### src/rtl/ram_arbiter_pkg.sv
// Shared definitions for the RAM arbiter: FSM state encoding, port IDs and
// default bus widths used by the arbiter, ramctlr and the UART loader.
package ram_arbiter_pkg;

  localparam int DEF_ADDR_W = 32;
  localparam int DEF_DATA_W = 32;

  typedef enum logic [1:0] {
    IDLE = 2'd0,
    BUSY = 2'd1,
    RESP = 2'd2
  } state_t;

  typedef enum logic {
    PORT_A = 1'b0,
    PORT_B = 1'b1
  } port_t;

endpackage

### src/rtl/ram_arbiter_rr_pick.sv
// Combinational two-way chooser: picks the single requester, or on a tie
// either the port not served last (round-robin) or port A (fixed priority).
module rr_pick
  import ram_arbiter_pkg::*;
(
  input  logic  req_a,
  input  logic  req_b,
  input  port_t last,
  input  logic  rr_en,
  output logic  grant_valid,
  output port_t grant_id
);

  // Grant decision; A is the default winner unless round-robin says B's turn
  always_comb begin
    grant_valid = req_a | req_b;
    grant_id    = PORT_A;
    if (req_a && req_b) begin
      if (rr_en && (last == PORT_A)) grant_id = PORT_B;
    end else if (req_b) begin
      grant_id = PORT_B;
    end
  end

endmodule

### src/rtl/ram_arbiter.sv
// Two-port arbiter sharing the single ramctlr link between the core data port
// (A) and the UART loader (B). One word transaction at a time, with a bounded
// wait for m_ack after which the transaction is aborted with err.
module ram_arbiter
  import ram_arbiter_pkg::*;
#(
  parameter int ADDR_W  = DEF_ADDR_W,
  parameter int DATA_W  = DEF_DATA_W,
  parameter int RR      = 1,
  parameter int TIMEOUT = 255
) (
  input  logic              clk,
  input  logic              rst,
  input  logic              a_req,
  input  logic              a_we,
  input  logic [ADDR_W-1:0] a_addr,
  input  logic [DATA_W-1:0] a_wdata,
  output logic [DATA_W-1:0] a_rdata,
  output logic              a_ack,
  output logic              a_err,
  input  logic              b_req,
  input  logic              b_we,
  input  logic [ADDR_W-1:0] b_addr,
  input  logic [DATA_W-1:0] b_wdata,
  output logic [DATA_W-1:0] b_rdata,
  output logic              b_ack,
  output logic              b_err,
  output logic              m_req,
  output logic              m_we,
  output logic [ADDR_W-1:0] m_addr,
  output logic [DATA_W-1:0] m_wdata,
  input  logic [DATA_W-1:0] m_rdata,
  input  logic              m_ack
);

  // Counter value on the last BUSY cycle; m_req is held for TIMEOUT cycles
  localparam logic [15:0] TO_LAST = 16'(TIMEOUT - 1);

  state_t              state, state_nxt;
  port_t               gnt, gnt_nxt;
  port_t               last_grant, last_nxt;
  logic [15:0]         cnt, cnt_nxt;
  logic                mreq_nxt, mwe_nxt;
  logic [ADDR_W-1:0]   maddr_nxt;
  logic [DATA_W-1:0]   mwdata_nxt;
  logic                a_ack_nxt, a_err_nxt, b_ack_nxt, b_err_nxt;
  logic [DATA_W-1:0]   a_rdata_nxt, b_rdata_nxt;
  logic                done, fail;
  logic [DATA_W-1:0]   rdata_v;
  logic                grant_valid;
  port_t               grant_id;

  rr_pick u_pick (
    .req_a       (a_req),
    .req_b       (b_req),
    .last        (last_grant),
    .rr_en       (RR != 0),
    .grant_valid (grant_valid),
    .grant_id    (grant_id)
  );

  // Next-state, timeout and registered-output computation
  always_comb begin
    state_nxt  = state;
    gnt_nxt    = gnt;
    last_nxt   = last_grant;
    cnt_nxt    = cnt;
    mreq_nxt   = m_req;
    mwe_nxt    = m_we;
    maddr_nxt  = m_addr;
    mwdata_nxt = m_wdata;
    done       = 1'b0;
    fail       = 1'b0;
    rdata_v    = '0;
    case (state)
      IDLE: begin
        if (grant_valid) begin
          state_nxt  = BUSY;
          gnt_nxt    = grant_id;
          last_nxt   = grant_id;
          cnt_nxt    = '0;
          mreq_nxt   = 1'b1;
          mwe_nxt    = (grant_id == PORT_A) ? a_we    : b_we;
          maddr_nxt  = (grant_id == PORT_A) ? a_addr  : b_addr;
          mwdata_nxt = (grant_id == PORT_A) ? a_wdata : b_wdata;
        end
      end
      BUSY: begin
        cnt_nxt = cnt + 16'd1;
        // A late m_ack on the final cycle still wins over the abort
        if (m_ack) begin
          done    = 1'b1;
          rdata_v = m_rdata;
        end else if (cnt == TO_LAST) begin
          done = 1'b1;
          fail = 1'b1;
        end
        if (done) begin
          mreq_nxt  = 1'b0;
          state_nxt = RESP;
        end
      end
      RESP: state_nxt = IDLE;
      default: state_nxt = IDLE;
    endcase
    a_ack_nxt   = done && (gnt == PORT_A);
    a_err_nxt   = done && fail && (gnt == PORT_A);
    a_rdata_nxt = (done && (gnt == PORT_A)) ? rdata_v : '0;
    b_ack_nxt   = done && (gnt == PORT_B);
    b_err_nxt   = done && fail && (gnt == PORT_B);
    b_rdata_nxt = (done && (gnt == PORT_B)) ? rdata_v : '0;
  end

  // State, counter and every output registered; reset abandons any transaction
  always_ff @(posedge clk or posedge rst) begin
    if (rst) begin
      state      <= IDLE;
      gnt        <= PORT_A;
      last_grant <= PORT_B;
      cnt        <= '0;
      m_req      <= 1'b0;
      m_we       <= 1'b0;
      m_addr     <= '0;
      m_wdata    <= '0;
      a_ack      <= 1'b0;
      a_err      <= 1'b0;
      a_rdata    <= '0;
      b_ack      <= 1'b0;
      b_err      <= 1'b0;
      b_rdata    <= '0;
    end else begin
      state      <= state_nxt;
      gnt        <= gnt_nxt;
      last_grant <= last_nxt;
      cnt        <= cnt_nxt;
      m_req      <= mreq_nxt;
      m_we       <= mwe_nxt;
      m_addr     <= maddr_nxt;
      m_wdata    <= mwdata_nxt;
      a_ack      <= a_ack_nxt;
      a_err      <= a_err_nxt;
      a_rdata    <= a_rdata_nxt;
      b_ack      <= b_ack_nxt;
      b_err      <= b_err_nxt;
      b_rdata    <= b_rdata_nxt;
    end
  end

endmodule

### config.mk
export PLATFORM = sky130hd
export DESIGN_NAME = ram_arbiter
export DESIGN_NICKNAME = d
export VERILOG_FILES = /design/src/rtl/ram_arbiter_pkg.sv /design/src/rtl/ram_arbiter_rr_pick.sv /design/src/rtl/ram_arbiter.sv
export SDC_FILE = /design/constraint.sdc
export NUM_CORES = 1
export LEC_CHECK = 0
export CORE_UTILIZATION = 40
export DETAILED_ROUTE_END_ITERATION = 10
export GPL_ROUTABILITY_DRIVEN = 1
export PLACE_DENSITY = 0.79
export SETUP_SLACK_MARGIN = 0.5
export SLEW_MARGIN = 10
export SYNTH_ARGS = -nofsm -noshare
export SYNTH_HDL_FRONTEND = slang
export SYNTH_SLANG_ARGS = --single-unit
### constraint.sdc
create_clock -name clk -period 13.1 [get_ports clk]
set_input_delay 2.62 -clock clk [delete_from_list [all_inputs] [get_ports clk]]
set_output_delay 2.62 -clock clk [all_outputs]
set_load 0.05 [all_outputs]
-- Word-level counts from Yosys, hierarchy flattened
Index checks and enable logic that the tools add are counted.
- add/sub/neg operators: 1
- equal/unequal tests: 4
- muxes and demuxes: 24
- bitwise operators: 2
- reductions and logical operators: 12
- operators with widths (cell ; number):
    32-bit two-way mux ; 6
    16-bit one-hot mux with 2 select lines ; 1
    16-bit by 1-bit adder with 16-bit output (second input constant) ; 1
    16-bit by 8-bit == test with 1-bit output (second input constant) ; 1
    16-bit two-way mux ; 1
    1-bit two-way mux ; 12
    1-bit logical AND ; 6
    2-bit AND reduction ; 3
    2-bit two-way mux ; 2
    2-bit inequality test (second input constant) ; 2
    2-bit one-hot mux with 2 select lines ; 1
    3-bit AND reduction ; 1
    2-bit by 1-bit == test with 1-bit output (second input constant) ; 1
    2-bit zero test ; 1
    1-bit one-hot mux with 2 select lines ; 1
    2-bit nonzero test ; 1
    1-bit NOT ; 1
    1-bit bitwise OR ; 1
- register bits after elaboration: 154
- input port bits: 167
- output and inout port bits: 134
- logic and storage cells: 57

-- Longest topological paths before layout
Gate-level depths: netlist of the first run.
- depth in word-level cells: 7
- gate-level depth with buffers: 7
- mapped depth without buffers: 6

-- Modules after synthesis
From an unflattened synthesis of the first run, not the netlist that was laid out.
- cell total of the unflattened synthesis: 535
- area, all modules: 6208.5 um^2
- by module, submodules not included (module ; times used ; cells each ; area an instance (um^2) ; sequential area each (um^2)):
    ram_arbiter ; 1 ; 532 ; 6188.4 ; 3854.9
    rr_pick ; 1 ; 3 ; 20.0 ; 0.0

-- Worst setup path after synthesis of the first run
No wires, ideal clock.
- kind: input port to flip-flop
- from: input port b_req
- to: register m_addr[10]
- library setup time: 132 ps
- data arrival time: 3394 ps
- required time: 12968 ps
- slack: 9574 ps
- stages: 5
- path buffers: 2
- path through: a21boi_2 -> buf_4 -> buf_6 -> mux2i_1 -> o21ai_1
- longest elaborated chain between the ends: 3
- elaborated cells between the ends (all ways): 6
- classes of those cells: mux: 3; bitwise: 1; reduce/logical: 2
- ends and longest elaborated chain (element ; RTL line ; RTL):
    start, declared ; ram_arbiter.sv:21 ; input logic b_req,
    1-bit two-way mux / 1-bit logical AND (equally long branches) ; ram_arbiter_rr_pick.sv:20, ram_arbiter_rr_pick.sv:18 ;
    1-bit two-way mux ; ram_arbiter_rr_pick.sv:18 ; if (req_a && req_b) begin
    32-bit two-way mux ; ram_arbiter.sv:84 ; maddr_nxt = (grant_id == PORT_A) ? a_addr : b_addr;
    end signal, assigned ; ram_arbiter.sv:138 ; m_addr <= maddr_nxt;
    end, declared ; ram_arbiter.sv:30 ; output logic [ADDR_W-1:0] m_addr,
Parallel ways exist; a longest one is shown, timed or not.
A chain may end at the register's enable or synchronous reset.

-- Final worst setup path of the first run
- from: input port b_req
- to: register m_wdata[23]
- longest elaborated chain between the ends: 3
- elaborated cells between the ends (all ways): 6
- classes of those cells: mux: 3; bitwise: 1; reduce/logical: 2
- ends and longest elaborated chain (element ; RTL line ; RTL):
    1-bit two-way mux / 1-bit logical AND (equally long branches) ; ram_arbiter_rr_pick.sv:20, ram_arbiter_rr_pick.sv:18 ;
    1-bit two-way mux ; ram_arbiter_rr_pick.sv:18 ;
    32-bit two-way mux ; ram_arbiter.sv:85 ; mwdata_nxt = (grant_id == PORT_A) ? a_wdata : b_wdata;
    end signal, assigned ; ram_arbiter.sv:139 ; m_wdata <= mwdata_nxt;
    end, declared ; ram_arbiter.sv:31 ; output logic [DATA_W-1:0] m_wdata,
Parallel ways exist; a longest one is shown, timed or not.

==> out/metrics.yaml, run 1 <==
status: "finished, final reports clean"
finalHoldViolations: 0
rrSetupSlack_ns: 11.03
avgSynthCellArea_um2: 11.7
synthXorXnorAreaFrac_pct: 0
final-max-slew-violation-count: 0
ctsHtreeMaxLevel: 4
ir_worst_vdd_uv: 128
synth-compound-area-share_pct: 7.99
syn_nets: 701
crit_chain: "clkdlybuf4s50_1 > a21boi_4 > buf_4 > mux2i_1 > o21ai_0"
clk_path_buf_depth: 2
antenna_cells: 0
drcViolationCount: 0
dp_cells: 993
yosysSeqAreaShare_pct: 62.0
wire_per_inst_um: 15.3
root_buffer: "clkbuf_16"
worstMarginPinSlew_ns: 1.09
synth_top_area_cell: "dfrtp_1"
die_w_um: 127
synth_top_family_by_area: "simple AND/OR/NAND/NOR gates"
cap_violations: 0
grt_busiest_layer: "met2"
p_per_area_mw_per_mm2: 222
io_buffers: 300
yosysMostFrequentCell: "dfrtp_1"
vias_per_cell: 4.85
synth_common_cells: "153 x dfrtp_1, 79 x nand2_1, 69 x mux2i_1, 65 x and2_1, 40 x o21ai_1"
ys_ff_latch: 154
cpPeakStageDelay_ns: 0.83
row_count: 45
fin_cells: 1026
yosys-top-cells-area: "dfrtp_1 62%, mux2i_1 11%, and2_1 6.5%, nand2_1 4.8%, o21ai_1 3.2%"
switching_share_pct: 43.4
rsz0062_at_grt: "false"
synth-edff-count: 0
cp.arrival_ns: 4.73
use_met2_pct: 35.6
initial_core_util_pct: 40.9
die_area_mm2: 0.0161
fill_cells: 1152
clk_pin_slew_ns: 0.06
vias: 4971
routabilityCongestion: 0.771
cts_resized: 0
numCtsBuffers: 17
finalCritPeriodShare_pct: 34.2
synth-adder-area-share_pct: 0.402
cp_max_fo: 65
grt-ovfl-total: 0
pwr-share-comb_pct: 47.1
p_leak_uw: 0.00438
io_pins: 301
required_ns: 13.36
ctsHoldBuffers: 0
netlist.area_leader.share_pct: 61.6
antenna_found_initial: 0
use_met1_pct: 21.8
synth_flop_cell: "dfrtp_1"
grt_pass1_wl_um: 25000
areaGrowthSynthToFinish_pct: 59.7
wl_um: 15700
hpwl_um: 11600
insertion_delay_ns: 0.41
clockPowerShare_pct: 21.7
fin_nets: 994
grt_max_degree: 91
drive_above_1_share_pct: 5.61
hold_path_class: "reg2reg"
cpMaxStageDelayCell: "buf_4"
relSlewSlack_pct: 27.5
grt.total_usage_pct: 20.2
tns_ns: 0
core_area_mm2: 0.0152
syn_area_mm2: 0.00622
p_seq_share_pct: 31.2
cts_setup_buffers: 0
die_height_um: 127
skew_ns: 0.00733
synth_mux_area_share_pct: 11.1
ant_nets: 0
synthCells: 532
cts_tree: "done"
p_int_uw: 1250
critPathKind: "in2reg"
ys_types: 39
yosys.area_share.simple_pct: 15.0
async_flop_share_pct: 100
first_pass_iters: 4
cts_num_sinks: 154
path_delay_family: "buffers and inverters"
power_switching_uw: 958
cp_num_buf_inv: 2
min_period_ns: 4.48
grt_pass1_vias: 5150
fmax_mhz: 223
endpoint_kind: "flop"
start_kind: "primary input"
setup_viol: 0
initialDrtViolationCount: 194
yosysWarnings: 0
grtUsageMet3_pct: 7.42
==> flip-flops by register name, indices dropped and copies added, names as in the netlist <==
register,count
a_err,1
m_wdata,32
gnt,1
a_ack,1
a_rdata,32
m_we,1
b_rdata,32
state,2
m_req,1
m_addr,32
cnt,16
b_err,1
b_ack,1
last_grant,1
==> cell type report <==
type                            instances  area, um^2  area share [%]
Inverter                                7        31.3           0.315
Timing Repair Buffer                  305        3050            30.7
Sequential cell                       154        3850            38.8
Clock inverter                         11         110            1.11
Tap cell                              188         235            2.37
Clock buffer                           21         480            4.84
Multi-Input combinational cell        340        2170            21.8
==> tightest hold or removal path: cells and delay by family, from the launching register on <==
family	cells	cell delay [ns]
AOI/OAI and AO/OA	1	0.06
and+or+nand+nor	1	0.05
DFF	1	0.34
==> power groups by stage <==
stage	clock (uW)	sequential, uW	combinational, uW
floorplan	0	1130	247
global placement	0	690	1020
detailed placement	0	698	1040
CTS	488	691	1040
global route	512	706	1100
finish	478	689	1040
==> through the flow <==
step | total power, uW | setup slack, ns | area (um^2) | hold slack [ns] | utilization (%)
2_1_floorplan | 1370 | 6.33 | 6220 | 0.444 | -
5_1_grt | 2320 | 8.45 | 9930 | 0.489 | 65.3
4_1_cts | 2220 | 8.21 | 9910 | 0.483 | 65.2
3_3_place_gp | 1710 | 7.89 | 9320 | 0.464 | 61.3
3_5_place_dp | 1740 | 7.77 | 9320 | 0.469 | 61.3
6_report | 2210 | 8.62 | 9930 | 0.481 | 65.3
==> routing by layer <==
| layer | up-vias | wire length (um) |
|---|---|---|
| met4 | 0 | 356 |
| met5 | - | 0 |
| met1 | 2353 | 5930 |
| li1 | 2395 | - |
| met2 | 197 | 8050 |
| met3 | 26 | 1410 |
==> cell families (layout without fill, tap and decap cells) <==
| logic type | after synthesis | after routing |
|---|---|---|
| buffers and inverters | 38 | 344 |
| multiplexers | 69 | 69 |
| adder cells (fa/ha/maj) | 2 | 2 |
| AND/OR/NAND/NOR | 179 | 179 |
| AO/OA/AOI/OAI | 90 | 90 |
| flip-flops | 154 | 154 |
==> worst paths after layout <==
kind / startpoint / endpoint / cells past startpoint
hold reg to reg: m_wdata[15]$_DFFE_PP0P_ / m_wdata[15]$_DFFE_PP0P_ / 2
min in group asynchronous: rst / a_rdata[12]$_DFF_PP0_ / 2
setup reg to reg: state[0]$_DFFE_PP0P_ / m_wdata[25]$_DFFE_PP0P_ / 5
max in group asynchronous: rst / a_rdata[0]$_DFF_PP0_ / 3
setup / recovery: b_req / m_wdata[23]$_DFFE_PP0P_ / 5
hold / removal: m_wdata[15]$_DFFE_PP0P_ / m_wdata[15]$_DFFE_PP0P_ / 2
==> placed cells by master, fill, tap and decap left out, types with 3 or more instances in the layout <==
cell             instances
o21ai_0                 31
nor3_1                   4
mux2i_1                 69
inv_1                    6
nand3_1                  9
clkbuf_16               17
o21ai_1                 39
clkbuf_8                 4
nor2_1                   5
clkinvlp_4               3
dfrtp_1                153
buf_4                    4
and2_1                  65
o211ai_1                 6
nand2_1                 79
clkdlybuf4s50_1        300
o31ai_1                  6
inv_6                    5
Note: power is estimated with default switching activity, not from simulation.
==> inputs of run 2 (changes only) <==
==> constraint.sdc (replaced) <==
create_clock -name clk -period 4.7 [get_ports clk]
set_input_delay 0.94 -clock clk [delete_from_list [all_inputs] [get_ports clk]]
set_output_delay 0.94 -clock clk [all_outputs]
set_load 0.05 [all_outputs]
==> run 2 against run 1 <==
Against the previous run: worst setup slack lost 6.5 ns; critical path depth decreased by 4; sequential power grew to 2.8 times the previous value; cell count rose by 0.19%; cell area rose by 0.53%; sequential share of layout area is 0.20 points lower; core utilization rose by 0.35 points; via count shrank 0.97%; sequential cell count did not move; count of clock-buffer cells in the layout down 4; register-to-register slack worse by 8.2 ns; critical path type is now reg2out; largest cell class unchanged.
==> out/metrics.yaml, run 2 (synthesis gave the netlist of run 1 again) <==
status: "finished, final reports clean"  # unchanged
clk_pin_slew_ns: 0.06  # about the same
cts_tree: "done"  # unchanged
finalCritPeriodShare_pct: 54.3
wire_per_inst_um: 15.2  # was 15.3 um
core_area_mm2: 0.0152  # unchanged
die_height_um: 127  # unchanged
hold_start: "m_wdata[14]$_DFFE_PP0P_"  # was m_wdata[15]$_DFFE_PP0P_
areaGrowthSynthToFinish_pct: 60.5  # was 59.7%
grt_pass1_vias: 5066  # was 5150
root_buffer: "clkbuf_16"  # unchanged
row_count: 45  # unchanged
p_seq_share_pct: 30.9  # was 31.2%
startpoint: "m_wdata[6]$_DFFE_PP0P_"  # was b_req
required_ns: 3.76  # was 13.36 ns
endpoint_kind: "primary output"  # was flop
worst_slack_ns: 2.15  # was 8.62 ns
finalHoldViolations: 0  # unchanged
grt_pass1_wl_um: 25100  # was 25000 um
antenna_found_initial: 0  # unchanged
final-max-slew-violation-count: 0  # unchanged
pwr-share-comb_pct: 46.7  # was 47.1%
ant_nets: 0  # unchanged
ctsHoldBuffers: 0  # unchanged
setup_viol: 0  # unchanged
start_kind: "flop"  # was primary input
grt_max_degree: 67  # was 91
cpMaxStageDelayCell: "clkdlybuf4s50_1"  # was buf_4
final_cell_mix: "300 x clkdlybuf4s50_1, 153 x dfrtp_1, 79 x nand2_1"  # unchanged
rsz0062_at_grt: "false"  # unchanged
insertion_delay_ns: 0.42  # was 0.41 ns
fin_nets: 996  # was 994
io_pins: 301  # unchanged
ir_worst_vdd_uv: 435  # was 128 uV
initialDrtViolationCount: 253  # was 194
r2r-start: "state[0]$_DFFE_PP0P_"  # unchanged
cp_num_buf_inv: 1  # was 2
clockPowerShare_pct: 22.4  # was 21.7%
cts_num_sinks: 154  # unchanged
die_area_mm2: 0.0161  # unchanged
cpPeakStageDelay_ns: 0.84  # was 0.83 ns
cap_violations: 0  # unchanged
cp_max_fo: 2  # was 65
hpwl_um: 11600  # about the same
vias: 4923  # was 4971
numCtsBuffers: 17  # unchanged
drive_above_1_share_pct: 5.83  # was 5.61%
fmax_mhz: 391
first_pass_iters: 4  # unchanged
min_period_ns: 2.55
switching_share_pct: 43.6  # was 43.4%
p_leak_uw: 0.00441  # was 0.00438 uW
power_uw: 6200  # was 2210 uW
ctsHtreeMaxLevel: 4  # unchanged
layout_commonest_cell: "clkdlybuf4s50_1"  # unchanged
crit_chain: "clkdlybuf4s50_1"  # was clkdlybuf4s50_1 > a21boi_4 > buf_4 > mux2i_1 > o21ai_0
worstMarginPinSlew_ns: 1.08  # was 1.09 ns
path_delay_family: "buffers and inverters"  # unchanged
relSlewSlack_pct: 28.2  # was 27.5%
cts_resized: 0  # unchanged
cts_setup_buffers: 0  # unchanged
critPathKind: "reg2out"  # was in2reg
vias_per_cell: 4.79  # was 4.85
antenna_cells: 0  # unchanged
grt-ovfl-total: 0  # unchanged
skew_ns: 0.00589  # was 0.00733 ns
hold_path_class: "reg2reg"  # unchanged
p_int_uw: 3500  # was 1250 uW
wl_um: 15600  # was 15700 um
drcViolationCount: 0  # unchanged
grt.total_usage_pct: 20.1  # was 20.2%
power_switching_uw: 2700  # was 958 uW
tns_ns: 0  # unchanged
io_buffers: 300  # unchanged
die_w_um: 127  # unchanged
cp.arrival_ns: 1.61  # was 4.73 ns
clk_path_buf_depth: 2  # unchanged
initial_core_util_pct: 40.9  # unchanged
dp_slack_ns: 1.92  # was 7.77 ns
p_per_area_mw_per_mm2: 621  # was 222 mW/mm^2
routabilityCongestion: 0.697  # was 0.771
-- run 2: cell types whose count changed in the layout (fill, tap and decap cells not counted) --
cell        before  now
buf_12           1    3
clkinvlp_4       3    2
clkbuf_8         4    0
bufinv_16        1    2
inv_8            0    4
-- run 2: routing by layer --
metal	vias to the layer above	track usage, %	routed length, um
li1	2398	-	-
met1	2303	22.3	6100
met2	197	36.5	8100
met3	25	5.82	1130
met4	0	7.63	301
met5	-	0	0
-- run 2: path summary, 6_finish.rpt --
check / end / slack, ns / depth (start not counted)
setup reg to reg: b_rdata[6]$_DFF_PP0_ / 2.80 / 3
hold reg to reg: m_wdata[14]$_DFFE_PP0P_ / 0.48 / 2
hold / removal: m_wdata[14]$_DFFE_PP0P_ / 0.48 / 2
setup / recovery: m_wdata[6] / 2.15 / 1
min in group asynchronous: m_we$_DFFE_PP0P_ / 1.11 / 2
max in group asynchronous: m_addr[28]$_DFFE_PP0P_ / 2.47 / 3
-- run 2: layout make-up --
| cell class | instances | area (um^2) |
|---|---|---|
| Timing Repair Buffer | 307 | 3090 |
| Tap cell | 188 | 235 |
| Clock inverter | 15 | 179 |
| Fill cell | 1132 | 5220 |
| Sequential cell | 154 | 3850 |
| Inverter | 7 | 30.0 |
| Clock buffer | 17 | 425 |
| Multi-Input combinational cell | 340 | 2170 |
-- run 2: metrics by stage --
step           hold slack (ns)  instance area (um^2)  util [%]  instances
2_1_floorplan            0.444                  6220         -        532
3_3_place_gp             0.462                  9380      61.7        996
3_5_place_dp             0.469                  9380      61.7        996
4_1_cts                  0.484                  9980      65.7       1028
5_1_grt                  0.496                  9980      65.7       1028
6_report                 0.479                  9980      65.7       1028
-- run 2: power groups by stage --
stage	sequential (uW)	combinational, uW	clock, uW
after floorplan	3140	688	0
after global placement	1910	2880	0
after detailed placement	1940	2930	0
after CTS	1920	2930	1430
after global routing	1970	3060	1490
final	1920	2900	1390
==> inputs of run 3 (changes only) <==
--- a/config.mk
+++ b/config.mk
@@ -5,10 +5,10 @@
 export SDC_FILE = /design/constraint.sdc
 export NUM_CORES = 1
 export LEC_CHECK = 0
-export CORE_UTILIZATION = 40
+export CORE_UTILIZATION = 37
 export DETAILED_ROUTE_END_ITERATION = 10
 export GPL_ROUTABILITY_DRIVEN = 1
-export PLACE_DENSITY = 0.79
+export PLACE_DENSITY = 0.77
 export SETUP_SLACK_MARGIN = 0.5
 export SLEW_MARGIN = 10
 export SYNTH_ARGS = -nofsm -noshare
==> constraint.sdc (replaced) <==
create_clock -name clk -period 2.1 [get_ports clk]
set_input_delay 0.42 -clock clk [delete_from_list [all_inputs] [get_ports clk]]
set_output_delay 0.42 -clock clk [all_outputs]
set_load 0.05 [all_outputs]
==> run 3 against run 2 <==
Against the previous run: worst setup slack got worse by 1.6 ns; power rose by 120%; sequential power rose by 120%; global-route usage fell by 0.65 points; critical path type unchanged; highest routed layer unchanged; core utilization fell by 3.8 points; count of clock-buffer cells in the layout rose by 3; critical endpoint unchanged; sequential cell count did not move.
==> out/metrics.yaml, run 3 (synthesis gave the netlist of run 1 again) <==
rsz0062_at_grt: "true"  # was false
dp_slack_ns: 0.114  # was 1.92 ns
path_delay_family: "buffers and inverters"  # unchanged
core_area_mm2: 0.0165  # was 0.0152 mm^2
worstMarginPinSlew_ns: 0.442  # was 1.08 ns
postLayoutCellArea_mm2: 0.0102  # was 0.00998 mm^2
numCtsBuffers: 17  # unchanged
cp_max_fo: 2  # unchanged
vias_per_cell: 4.60  # was 4.79
relSlewSlack_pct: 70.4  # was 28.2%
cts_num_sinks: 154  # unchanged
grtUsageMet3_pct: 6.56  # was 5.82%
die_w_um: 132  # was 127 um
root_buffer: "clkbuf_16"  # unchanged
ctsHtreeMaxLevel: 4  # unchanged
grt_pass1_vias: 5226  # was 5066
setup_viol: 0  # unchanged
antenna_found_initial: 0  # unchanged
fmax_mhz: 642
final_cell_mix: "165 x clkdlybuf4s50_1, 153 x dfrtp_1, 88 x clkdlybuf4s15_2"  # was 300 x clkdlybuf4s50_1, 153 x dfrtp_1, 79 x nand2_1
cpPeakStageDelay_ns: 0.37  # was 0.84 ns
power_uw: 13600  # was 6200 uW
required_ns: 1.68  # was 3.76 ns
initialDrtViolationCount: 124  # was 253
post_dp_cell_area_mm2: 0.00969  # was 0.00938 mm^2
min_period_ns: 1.56
wl_um: 16300  # was 15600 um
vias: 4970  # was 4923
tns_ns: 0  # unchanged
p_leak_uw: 0.00462  # was 0.00441 uW
status: "finished, final reports clean"  # unchanged
grt_busiest_layer: "met2"  # unchanged
hpwl_um: 12000  # was 11600 um
grt.total_usage_pct: 19.5  # was 20.1%
initial_core_util_pct: 37.6  # was 40.9%
io_buffers: 300  # unchanged
clk_pin_slew_ns: 0.06  # about the same
routabilityCongestion: 0.799  # was 0.697
io_pins: 301  # unchanged
finalCritPeriodShare_pct: 74.2
crit_chain: "clkdlybuf4s15_2"  # was clkdlybuf4s50_1
ctsHoldBuffers: 0  # unchanged
drcViolationCount: 0  # unchanged
row_count: 47  # was 45
ir_worst_vdd_uv: 729  # was 435 uV
cts_tree: "done"  # unchanged
cpMaxStageDelayCell: "clkdlybuf4s15_2"  # was clkdlybuf4s50_1
use_met2_pct: 34.5  # was 36.5%
die_area_mm2: 0.0173  # was 0.0161 mm^2
final-max-slew-violation-count: 0  # unchanged
grt_pass1_wl_um: 26400  # was 25100 um
cp.arrival_ns: 1.14  # was 1.61 ns
drive_above_1_share_pct: 23.9  # was 5.83%
hold_path_class: "in2async"  # was reg2reg
areaGrowthSynthToFinish_pct: 64.3  # was 60.5%
clk_path_buf_depth: 2  # unchanged
endpoint_kind: "primary output"  # unchanged
start_kind: "flop"  # unchanged
worst_slack_ns: 0.542  # was 2.15 ns
first_pass_iters: 4  # unchanged
grt-ovfl-total: 0  # unchanged
layout_commonest_cell: "clkdlybuf4s50_1"  # unchanged
p_per_area_mw_per_mm2: 1330  # was 621 mW/mm^2
critPathKind: "reg2out"  # unchanged
wire_per_inst_um: 15.1  # was 15.2 um
finalHoldViolations: 0  # unchanged
die_height_um: 132  # was 127 um
ant_nets: 0  # unchanged
cap_violations: 0  # unchanged
fin_nets: 1018  # was 996
skew_ns: 0.00559  # was 0.00589 ns
grt_max_degree: 48  # was 67
antenna_cells: 0  # unchanged
cp_num_buf_inv: 1  # unchanged
fill_cells: 1385  # was 1132
use_met1_pct: 21.2  # was 22.3%
insertion_delay_ns: 0.41  # was 0.42 ns
run 3: cell types whose count changed in the layout (fill, tap and decap cells not counted), moves of 2 or more:
cell | previous run | this run
clkinvlp_4 | 2 | 4
clkdlybuf4s50_1 | 300 | 165
clkdlybuf4s18_2 | 0 | 6
inv_8 | 4 | 0
buf_2 | 0 | 40
buf_4 | 4 | 17
buf_12 | 3 | 12
clkdlybuf4s15_2 | 0 | 88
clkbuf_8 | 0 | 2
run 3: final timing paths:
kind                                         start                 endpoint  slack [ns]  cells past startpoint
setup / recovery            m_wdata[6]$_DFFE_PP0P_               m_wdata[6]        0.54                      1
hold / removal                                 rst     b_rdata[9]$_DFF_PP0_        0.38                      2
setup reg to reg                cnt[0]$_DFFE_PP0P_      cnt[10]$_DFFE_PP0P_        0.57                      5
hold reg to reg            m_wdata[17]$_DFFE_PP0P_  m_wdata[17]$_DFFE_PP0P_        0.47                      2
max in group asynchronous                      rst   m_wdata[3]$_DFFE_PP0P_        1.07                      4
min in group clk                             a_req   last_grant$_DFFE_PP1P_        0.38                      2
run 3: where the power goes:
part | switching (uW) | internal, uW
sequential | 434 | 3820
combinational | 4350 | 1980
clock | 1230 | 1830
run 3: timing repair:
item / in CTS / in global routing
setup buffers: 0 / 1
gates resized for setup: 410 / 82
pin swaps: 0 / 1
setup endpoints to repair: 134 / 53
run 3: per-stage QoR:
step | hold WS [ns] | utilization, % | cells
final | 0.381 | 61.8 | 1081
after global routing | 0.377 | 61.8 | 1081
after CTS | 0.367 | 63.1 | 1080
after detailed placement | 0.469 | 58.6 | 1049
after global placement | 0.461 | 58.6 | 1049
after floorplan | 0.444 | - | 532
run 3: cell type report:
| cell class | instances | area, um^2 | area share (%) |
|---|---|---|---|
| tap | 220 | 275 | 2.69 |
| inverter | 7 | 30.0 | 0.294 |
| multi-input combinational | 340 | 2180 | 21.4 |
| timing repair buffer | 329 | 3280 | 32.1 |
| clock buffer | 20 | 457 | 4.47 |
| sequential | 154 | 3850 | 37.7 |
| clock inverter | 11 | 135 | 1.32 |
run 3: layer usage:
metal | wire [um] | part of all wire [%] | vias to the layer above
li1 | - | - | 2434
met1 | 6340 | 39 | 2335
met2 | 8540 | 52 | 187
met3 | 1180 | 7.2 | 14
met4 | 254 | 1.6 | 0
met5 | 0 | 0 | -
